File: src/rtl/pc_gen_pkg.sv
// Shared CPU fetch parameters: default reset/exception addresses, the legal
// instruction-memory window, next-PC select encodings and redirect-buffer states.
package pc_gen_pkg;

    localparam logic [31:0] DEF_RESET_PC = 32'h0000_3000;
    localparam logic [31:0] DEF_EXC_VEC  = 32'h0000_4180;
    localparam logic [31:0] DEF_IM_BASE  = 32'h0000_3000;
    localparam logic [31:0] DEF_IM_TOP   = 32'h0000_6FFC;

    typedef enum logic [2:0] {
        NPC_SEL_SEQ  = 3'd0,
        NPC_SEL_BR   = 3'd1,
        NPC_SEL_J    = 3'd2,
        NPC_SEL_BUF  = 3'd3,
        NPC_SEL_EXC  = 3'd4,
        NPC_SEL_ERET = 3'd5,
        NPC_SEL_HOLD = 3'd6
    } npc_sel_e;

    typedef enum logic {
        BUF_EMPTY = 1'b0,
        BUF_FULL  = 1'b1
    } buf_state_e;

endpackage

File: src/rtl/pc_gen_if.sv
// Fetch-control bundle between decode/CP0 (master) and the PC generator (slave).
// No handshake: every request is a single-cycle level sampled on the rising clock edge.
interface pc_gen_if #(
    parameter int WIDTH = 32
);
    logic             stall;
    logic             branch;
    logic [WIDTH-1:0] branch_addr;
    logic             jump;
    logic [WIDTH-1:0] jump_addr;
    logic             exc_req;
    logic             eret_req;
    logic [WIDTH-1:0] epc;
    logic [WIDTH-1:0] pc;
    logic [WIDTH-1:0] pc_inc;
    logic             redir_pending;
    logic             fetch_adel;

    modport master (
        output stall, branch, branch_addr, jump, jump_addr, exc_req, eret_req, epc,
        input  pc, pc_inc, redir_pending, fetch_adel
    );

    modport slave (
        input  stall, branch, branch_addr, jump, jump_addr, exc_req, eret_req, epc,
        output pc, pc_inc, redir_pending, fetch_adel
    );
endinterface

File: src/rtl/pc_redirect_buf.sv
// One-entry redirect buffer: holds a branch/jump target resolved while fetch is
// stalled until the stall releases. Jump beats branch; a newer capture overwrites.
module pc_redirect_buf
    import pc_gen_pkg::*;
#(
    parameter int WIDTH = 32
) (
    input  logic             clk,
    input  logic             reset_n,
    input  logic             stall,
    input  logic             flush,
    input  logic             jump,
    input  logic [WIDTH-1:0] jump_addr,
    input  logic             branch,
    input  logic [WIDTH-1:0] branch_addr,
    output logic             valid,
    output logic [WIDTH-1:0] target,
    output buf_state_e       state
);

    buf_state_e state_next;
    logic       capture;

    assign capture = stall & ~flush & (jump | branch);

    always_ff @(posedge clk) begin
        if (!reset_n) begin
            state  <= BUF_EMPTY;
            target <= '0;
        end else begin
            state <= state_next;
            if (capture) begin
                target <= jump ? jump_addr : branch_addr;
            end
        end
    end

    always_comb begin
        state_next = state;
        case (state)
            BUF_EMPTY: if (capture) state_next = BUF_FULL;
            BUF_FULL:  if (flush || !stall) state_next = BUF_EMPTY;
            default:   state_next = BUF_EMPTY;
        endcase
    end

    always_comb begin
        valid = (state == BUF_FULL);
    end

endmodule

File: src/rtl/pc_gen.sv
// Fetch-stage PC generator: next-PC select mux and PC register.
// Build option PC_ALIGN_CHECK_EN adds a registered fetch address-error flag.
module pc_gen
    import pc_gen_pkg::*;
#(
    parameter int               WIDTH    = 32,
    parameter logic [WIDTH-1:0] RESET_PC = WIDTH'(DEF_RESET_PC),
    parameter logic [WIDTH-1:0] EXC_VEC  = WIDTH'(DEF_EXC_VEC),
    parameter int unsigned      INC      = 4,
    parameter logic [WIDTH-1:0] IM_BASE  = WIDTH'(DEF_IM_BASE),
    parameter logic [WIDTH-1:0] IM_TOP   = WIDTH'(DEF_IM_TOP)
) (
    input  logic   clk,
    input  logic   reset_n,
    pc_gen_if.slave bus
);

    logic [WIDTH-1:0] pc_q;
    logic [WIDTH-1:0] pc_next;
    logic [WIDTH-1:0] buf_target;
    logic             buf_valid;
    buf_state_e       buf_state;
    npc_sel_e         sel;

    pc_redirect_buf #(.WIDTH(WIDTH)) u_redirect_buf (
        .clk         (clk),
        .reset_n     (reset_n),
        .stall       (bus.stall),
        .flush       (bus.exc_req | bus.eret_req),
        .jump        (bus.jump),
        .jump_addr   (bus.jump_addr),
        .branch      (bus.branch),
        .branch_addr (bus.branch_addr),
        .valid       (buf_valid),
        .target      (buf_target),
        .state       (buf_state)
    );

    assign bus.pc            = pc_q;
    assign bus.pc_inc        = pc_q + WIDTH'(INC);
    assign bus.redir_pending = buf_valid;

    // Exceptions and ERET override a stall; a live redirect beats the buffered one.
    always_comb begin
        sel = NPC_SEL_SEQ;
        if (bus.eret_req)              sel = NPC_SEL_ERET;
        else if (bus.exc_req)          sel = NPC_SEL_EXC;
        else if (bus.stall)            sel = NPC_SEL_HOLD;
        else if (bus.jump)             sel = NPC_SEL_J;
        else if (bus.branch)           sel = NPC_SEL_BR;
        else if (buf_state == BUF_FULL) sel = NPC_SEL_BUF;
    end

    always_comb begin
        pc_next = bus.pc_inc;
        case (sel)
            NPC_SEL_ERET: pc_next = bus.epc;
            NPC_SEL_EXC:  pc_next = EXC_VEC;
            NPC_SEL_HOLD: pc_next = pc_q;
            NPC_SEL_J:    pc_next = bus.jump_addr;
            NPC_SEL_BR:   pc_next = bus.branch_addr;
            NPC_SEL_BUF:  pc_next = buf_target;
            default:      pc_next = bus.pc_inc;
        endcase
    end

    always_ff @(posedge clk) begin
        if (!reset_n) pc_q <= RESET_PC;
        else          pc_q <= pc_next;
    end

`ifdef PC_ALIGN_CHECK_EN
    logic adel_q;

    // Evaluated on pc_next so the flag lines up with the pc it describes.
    always_ff @(posedge clk) begin
        if (!reset_n) adel_q <= 1'b0;
        else          adel_q <= (pc_next[1:0] != 2'b00) | (pc_next < IM_BASE) | (pc_next > IM_TOP);
    end

    assign bus.fetch_adel = adel_q;
`else
    logic unused_im_window;

    assign unused_im_window = ^{IM_BASE, IM_TOP};
    assign bus.fetch_adel   = 1'b0;
`endif

endmodule

File: src/flat_wrapper.sv
// flat-port wrapper written by rule: the top's interface ports become plain ports
module pc_gen_flat import pc_gen_pkg::*;
#(
    parameter int               WIDTH    = 32,
    parameter logic [WIDTH-1:0] RESET_PC = WIDTH'(DEF_RESET_PC),
    parameter logic [WIDTH-1:0] EXC_VEC  = WIDTH'(DEF_EXC_VEC),
    parameter int unsigned      INC      = 4,
    parameter logic [WIDTH-1:0] IM_BASE  = WIDTH'(DEF_IM_BASE),
    parameter logic [WIDTH-1:0] IM_TOP   = WIDTH'(DEF_IM_TOP)
)
  (clk, reset_n, bus_stall, bus_branch, bus_branch_addr, bus_jump, bus_jump_addr, bus_exc_req, bus_eret_req, bus_epc, bus_pc, bus_pc_inc, bus_redir_pending, bus_fetch_adel);
  pc_gen_if #(.WIDTH(WIDTH)) bus_i ();
  input  logic clk;
  input  logic reset_n;
  input wire logic [$bits(bus_i.stall)-1:0] bus_stall;
  input wire logic [$bits(bus_i.branch)-1:0] bus_branch;
  input wire logic [$bits(bus_i.branch_addr)-1:0] bus_branch_addr;
  input wire logic [$bits(bus_i.jump)-1:0] bus_jump;
  input wire logic [$bits(bus_i.jump_addr)-1:0] bus_jump_addr;
  input wire logic [$bits(bus_i.exc_req)-1:0] bus_exc_req;
  input wire logic [$bits(bus_i.eret_req)-1:0] bus_eret_req;
  input wire logic [$bits(bus_i.epc)-1:0] bus_epc;
  output wire logic [$bits(bus_i.pc)-1:0] bus_pc;
  output wire logic [$bits(bus_i.pc_inc)-1:0] bus_pc_inc;
  output wire logic [$bits(bus_i.redir_pending)-1:0] bus_redir_pending;
  output wire logic [$bits(bus_i.fetch_adel)-1:0] bus_fetch_adel;
  assign bus_i.stall = bus_stall;
  assign bus_i.branch = bus_branch;
  assign bus_i.branch_addr = bus_branch_addr;
  assign bus_i.jump = bus_jump;
  assign bus_i.jump_addr = bus_jump_addr;
  assign bus_i.exc_req = bus_exc_req;
  assign bus_i.eret_req = bus_eret_req;
  assign bus_i.epc = bus_epc;
  assign bus_pc = bus_i.pc;
  assign bus_pc_inc = bus_i.pc_inc;
  assign bus_redir_pending = bus_i.redir_pending;
  assign bus_fetch_adel = bus_i.fetch_adel;
  pc_gen #(.WIDTH(WIDTH), .RESET_PC(RESET_PC), .EXC_VEC(EXC_VEC), .INC(INC), .IM_BASE(IM_BASE), .IM_TOP(IM_TOP)) u_core (.clk(clk), .reset_n(reset_n), .bus(bus_i));
endmodule
File: config.mk
export PLATFORM = sky130hd
export DESIGN_NAME = pc_gen_flat
export DESIGN_NICKNAME = d
export VERILOG_FILES = /design/src/rtl/pc_gen_pkg.sv /design/src/rtl/pc_gen_if.sv /design/src/rtl/pc_redirect_buf.sv /design/src/rtl/pc_gen.sv /design/src/flat_wrapper.sv
export SDC_FILE = /design/constraint.sdc
export NUM_CORES = 1
export LEC_CHECK = 0
export ABC_CLOCK_PERIOD_IN_PS = 4000
export CORE_MARGIN = 4
export CORE_UTILIZATION = 45
export CTS_CLUSTER_SIZE = 30
export DETAILED_ROUTE_END_ITERATION = 6
export GPL_TIMING_DRIVEN = 0
export PLACE_DENSITY = 0.93
export SYNTH_ARGS = -nofsm -noshare
export SYNTH_HDL_FRONTEND = slang
export SYNTH_SLANG_ARGS = --single-unit
File: constraint.sdc
create_clock -name clk -period 4 [get_ports clk]
set_clock_uncertainty 0.15 [all_clocks]
set_input_delay 0.8 -clock clk [delete_from_list [all_inputs] [get_ports clk]]
set_output_delay 0.8 -clock clk [all_outputs]
set_load 0.005 [all_outputs]
After elaboration in Yosys (flattened, before gate mapping)
Index checks and enable logic that the tools add are counted.
Widths: inputs -> output; s select.
Storage, ports and cells
  register bits after elaboration: 65
  latch bits: 0
  RAM bits: 0
  ROM bits: 0
  input port bits: 103
  output and inout bits: 66
  logic and storage cells: 29
  memories: 0
Operators by class
  $add $sub $neg: 1
  multiply operators: 0
  divide/modulo/power cells: 0
  $lt $le $gt $ge: 0
  equality and inequality tests: 6
  shift-type cells: 0
  multiplexer cells: 11
  bitwise operators: 6
  reductions and logical operators: 2
Operators with widths (number)
  $pmux 32 s6: 1
  $add 32x3->32 const B: 1
  $mux 32: 1
  $mux 3: 5
  $eq 3x3->1 const B: 3
  $eq 3x2->1 const B: 2
  $eq 3x1->1 const B: 1
  $and 1x1->1: 2
  $mux 1: 2
  $mux 2: 1
  $not 1->1: 2
  $or 1x1->1: 2
  $pmux 1 s2: 1
  $logic_not 1->1: 1
  $logic_or 1x1->1: 1

Longest topological paths before layout
  depth in word-level cells: 8
  depth in mapped cells: 8
  mapped depth without buffers: 6

Cells and area by module
Synthesis repeated with hierarchy kept, for this count alone.
Unflattened totals
  cells, all modules: 485
  area, all modules: 4265.3 sq um
Modules (own cells, without submodules)
  pc_gen: times used 1, cells an instance 331, area an instance 2641.3 sq um, sequential area each 640.6 sq um
  pc_redirect_buf: times used 1, cells an instance 154, area an instance 1624.1 sq um, sequential area each 660.6 sq um

Worst setup path before layout
Ideal clock, no wire load.
  kind: reg-to-output
  start point: register u_core.pc_q[2], in the netlist u_core.bus.pc[2]
  end point: output port bus_pc_inc[26]
  data arrival time: 1882 ps
  required time: 3050 ps
  slack: 1168 ps
  cell stages (with the launch flop): 7
  cell sequence: dfxtp_1 ha_1 nand3_4 or4_4 buf_6 nor3_2 xnor2_1
Between the ends
  word-level cells in the longest chain between the ends: 1
Ends and longest elaborated chain
  start: declaration: line pc_gen.sv:18  | logic [WIDTH-1:0] pc_q;
  start signal: assignment: line pc_gen.sv:69  | else pc_q <= pc_next;
  $add 32x3->32: line pc_gen.sv:40  | assign bus.pc_inc = pc_q + WIDTH'(INC);
  end: declaration: line flat_wrapper.sv:24  | output wire logic [$bits(bus_i.pc_inc)-1:0] bus_pc_inc;
No other way between the ends.

Final worst setup path
  start point: register u_core.pc_q[3], in the netlist u_core.bus.pc[3]
  end point: output port bus_pc_inc[26]
Same word-level chain as after synthesis.

==> results.tsv <==
stage	metric	value	unit
run_status	status	finished with violations	
run_status	violations	DRC	
floorplan	core-area	0.00977	sq mm
placement	pre_cts_slack	392	ps
finish	multiInputGateArea	0.00295	sq mm
power_and_ir_drop	ir_drop	0.000157	V
synth	synth_fp_nets	674	
synth	synthMuxAreaShare	0.0510	
synth	synth-compound-area-share	0.307	
finish	layout-drive-gt1-share	0.0719	
finish	antenna_cells	0	
detailed_routing	routed_wl	19700	um
sta	hold_viol_final	0	
critical_path	crit_slowest_cell	or4_4	
synth	synth_seq_cells	65	
grt	grt_pass1_wl	29100	um
power_and_ir_drop	power-per-cell-area	279	mW/mm^2
detailed_routing	drt_pass1_iterations	7	
grt	grt_pass1_vias	5384	
floorplan	start_util	0.462	
floorplan	die_h	108	um
critical_path	critPathArrivalTime	2870	ps
synth	avgSynthCellArea	7.92	sq um
placement	placed_cell_area	0.00633	sq mm
synth	synth_top_cell_area_share	0.288	
critical_path	crit_family	simple AND/OR/NAND/NOR gates	
critical_path	required	3050	ps
clocking	clk_latency	350	ps
clocking	root_buffer	clkbuf_8	
synth	synthArstFlopShare	0	
finish	fill_cells	839	
placement	dpl.hpwl	14900	um
sta	fin_crit_sh	0.956	
grt	grt_max_degree	13	
floorplan	io_pins	169	
run	cap_violations	0	
synth	netlist_instances	570	
sta	worst_slack	176	ps
synth	yosys_warnings	0	
critical_path	critical_path.cell_chain	ha_2 > nand3_4 > or4_4 > buf_6 > nor3_2 > xnor2_1 > clkdlybuf4s50_1	
synth	synth.area.top_cells	dfxtp_1, a21oi_1, a211oi_1	
synth	yosys.area.top_type	dfxtp_1	
detailed_routing	wl_per_cell	22.3	um
detailed_routing	antenna_left	0	
synth	synth_edf_count	0	
clocking	numCtsBuffers	9	
sta	relSlewSlack	0.361	
finish	final_area	0.00654	sq mm
critical_path	crit_fanout	6	
synth	synth_xor_xnor_area_share	0.0543	
sta	rsz0062_at_grt	false	
min_path	hold_class	reg2reg	
synth	ys.flop_type	dfxtp_1	
synth	synth_cell_type_count	71	
min_path	hp-start	u_core.u_redirect_buf.target[14]	
finish	fin_nets	850	
clocking	cts.path.max_buffers	2	
finish	most-common-layout-cells	clkdlybuf4s50_1, dfxtp_1, nor2_1	
critical_path	r2r-start	u_core.u_redirect_buf.state	
sta	setup-tns-final	0	ps
clocking	cts_tree	yes	
placement	gp_congestion	1.04	
grt	grt_overflow	0	
finish	seq_area	0.00130	sq mm
grt	grt_usage	0.323	
detailed_routing	vias	5720	
critical_path	startpoint_type	flip-flop	
detailed_routing	dr.first_iter.drc_count	792	
grt	antenna_found_initial	0	
clocking	clkTransAtPathRegs	90	ps
synth	synth-simple-area-share	0.235	
critical_path	critPathCaptureType	output pin	
synth	ys_seq_area_frac	0.288	
floorplan	dieWidth	108	um
floorplan	row_count	36	
detailed_routing	drcViolationCount	2	
detailed_routing	via_per_inst	6.47	
critical_path	crit_type	reg2out	
sta	tightest_slew	959	ps
finish	mostFrequentLayoutCell	clkdlybuf4s50_1	
placement	port_buffers	165	
floorplan	die_area	0.0117	sq mm
finish	areaGrowthSynthToFinish	44.9	%
critical_path	crit_start	u_core.bus.pc[3]	
synth	synth_top_family_by_area	compound AO/OA/AOI/OAI gates	
synth	synth_fa_ha_area_frac	0.00277	
power_and_ir_drop	power.static_leakage	2.31	nW
sta	finalCriticalPeriod	3820	ps
critical_path	path_buf_inv	2	
critical_path	max_stage_delay	560	ps
clocking	clock_sinks	65	
synth	synth_area	0.00451	sq mm
clocking	cts.htree.levels	3	
sta	max_freq	261	MHz
sta	report.final.slew_viol_count	0	
sta	setup_viol_count_final	0	
per-stage QoR:
stage | hold slack, ps | power [mW] | utilization | cells
2_1_floorplan | 323 | 0.950 | - | 570
3_3_place_gp | 335 | 1.23 | 0.648 | 868
3_5_place_dp | 337 | 1.24 | 0.648 | 868
4_1_cts | 348 | 1.81 | 0.668 | 884
5_1_grt | 379 | 1.89 | 0.669 | 884
6_report | 351 | 1.83 | 0.669 | 884
final cells by class:
class	instances	area share
plain buffers	53	0.0365
clock buffers	10	0.0195
flip-flops and latches	65	0.199
well taps	133	0.0254
inverters	10	0.00574
repair buffers	165	0.253
multi-input cells	442	0.451
clock inverters	6	0.0105
worst reg2reg max path, cell delays in order (launching register included):
cell and delay (ps):
dfxtp_1 510, nor3_2 140, o21ai_0 430, clkbuf_1 460
clkbuf_1 470, nor2_1 110, mux2i_1 150, o221ai_1 150
sequential cells by signal, indices dropped and copies added, names as in the netlist:
signal	count
u_core.bus.pc	32
u_core.u_redirect_buf.target	32
u_core.u_redirect_buf.state	1
cells in the mapped netlist, drive strengths merged, types with 11 or more instances:
master  instances
buf            21
clkbuf         32
nor3           11
a21oi          47
xnor2          23
a22oi          12
nand3          21
dfxtp          65
a211oi         31
o21ai          20
a221oi         13
nand2          39
nor2           61
mux2i          23
nor2b          13
logic make-up (layout without fill, tap and decap cells):
group                    Yosys count  in the layout
buffers and inverters             63            244
adder cells (fa/ha/maj)            1              1
other                              1              1
XOR/XNOR                          28             28
multiplexers                      23             23
AND/OR/NAND/NOR                  198            198
AO/OA/AOI/OAI                    191            191
flip-flops                        65             65
path summary, 6_finish.rpt:
| check | endpoint | slack [ps] | cells after the start |
|---|---|---|---|
| max | bus_pc_inc[26] | 180 | 7 |
| min | u_core.u_redirect_buf.target[14] | 350 | 2 |
| max reg2reg | u_core.bus.pc[23] | 1310 | 7 |
| min reg2reg | u_core.u_redirect_buf.target[14] | 350 | 2 |
power breakdown:
part	switching [mW]	internal (mW)	total (mW)
logic	0.233	0.273	0.506
registers	0.0507	0.687	0.738
clock network	0.293	0.291	0.584
metal layers:
layer / part of all wire / GRT usage
met1: 0.37 / 0.424
met4: 0.059 / 0.177
met3: 0.13 / 0.0573
met2: 0.44 / 0.503
met5: 0 / 0
timing repair:
item	CTS	global route
resized for setup	0	3
hold buffers	0	0
setup buffers	0	0
endpoints found under the setup margin	0	4
Note: power is estimated with default switching activity, not from simulation.
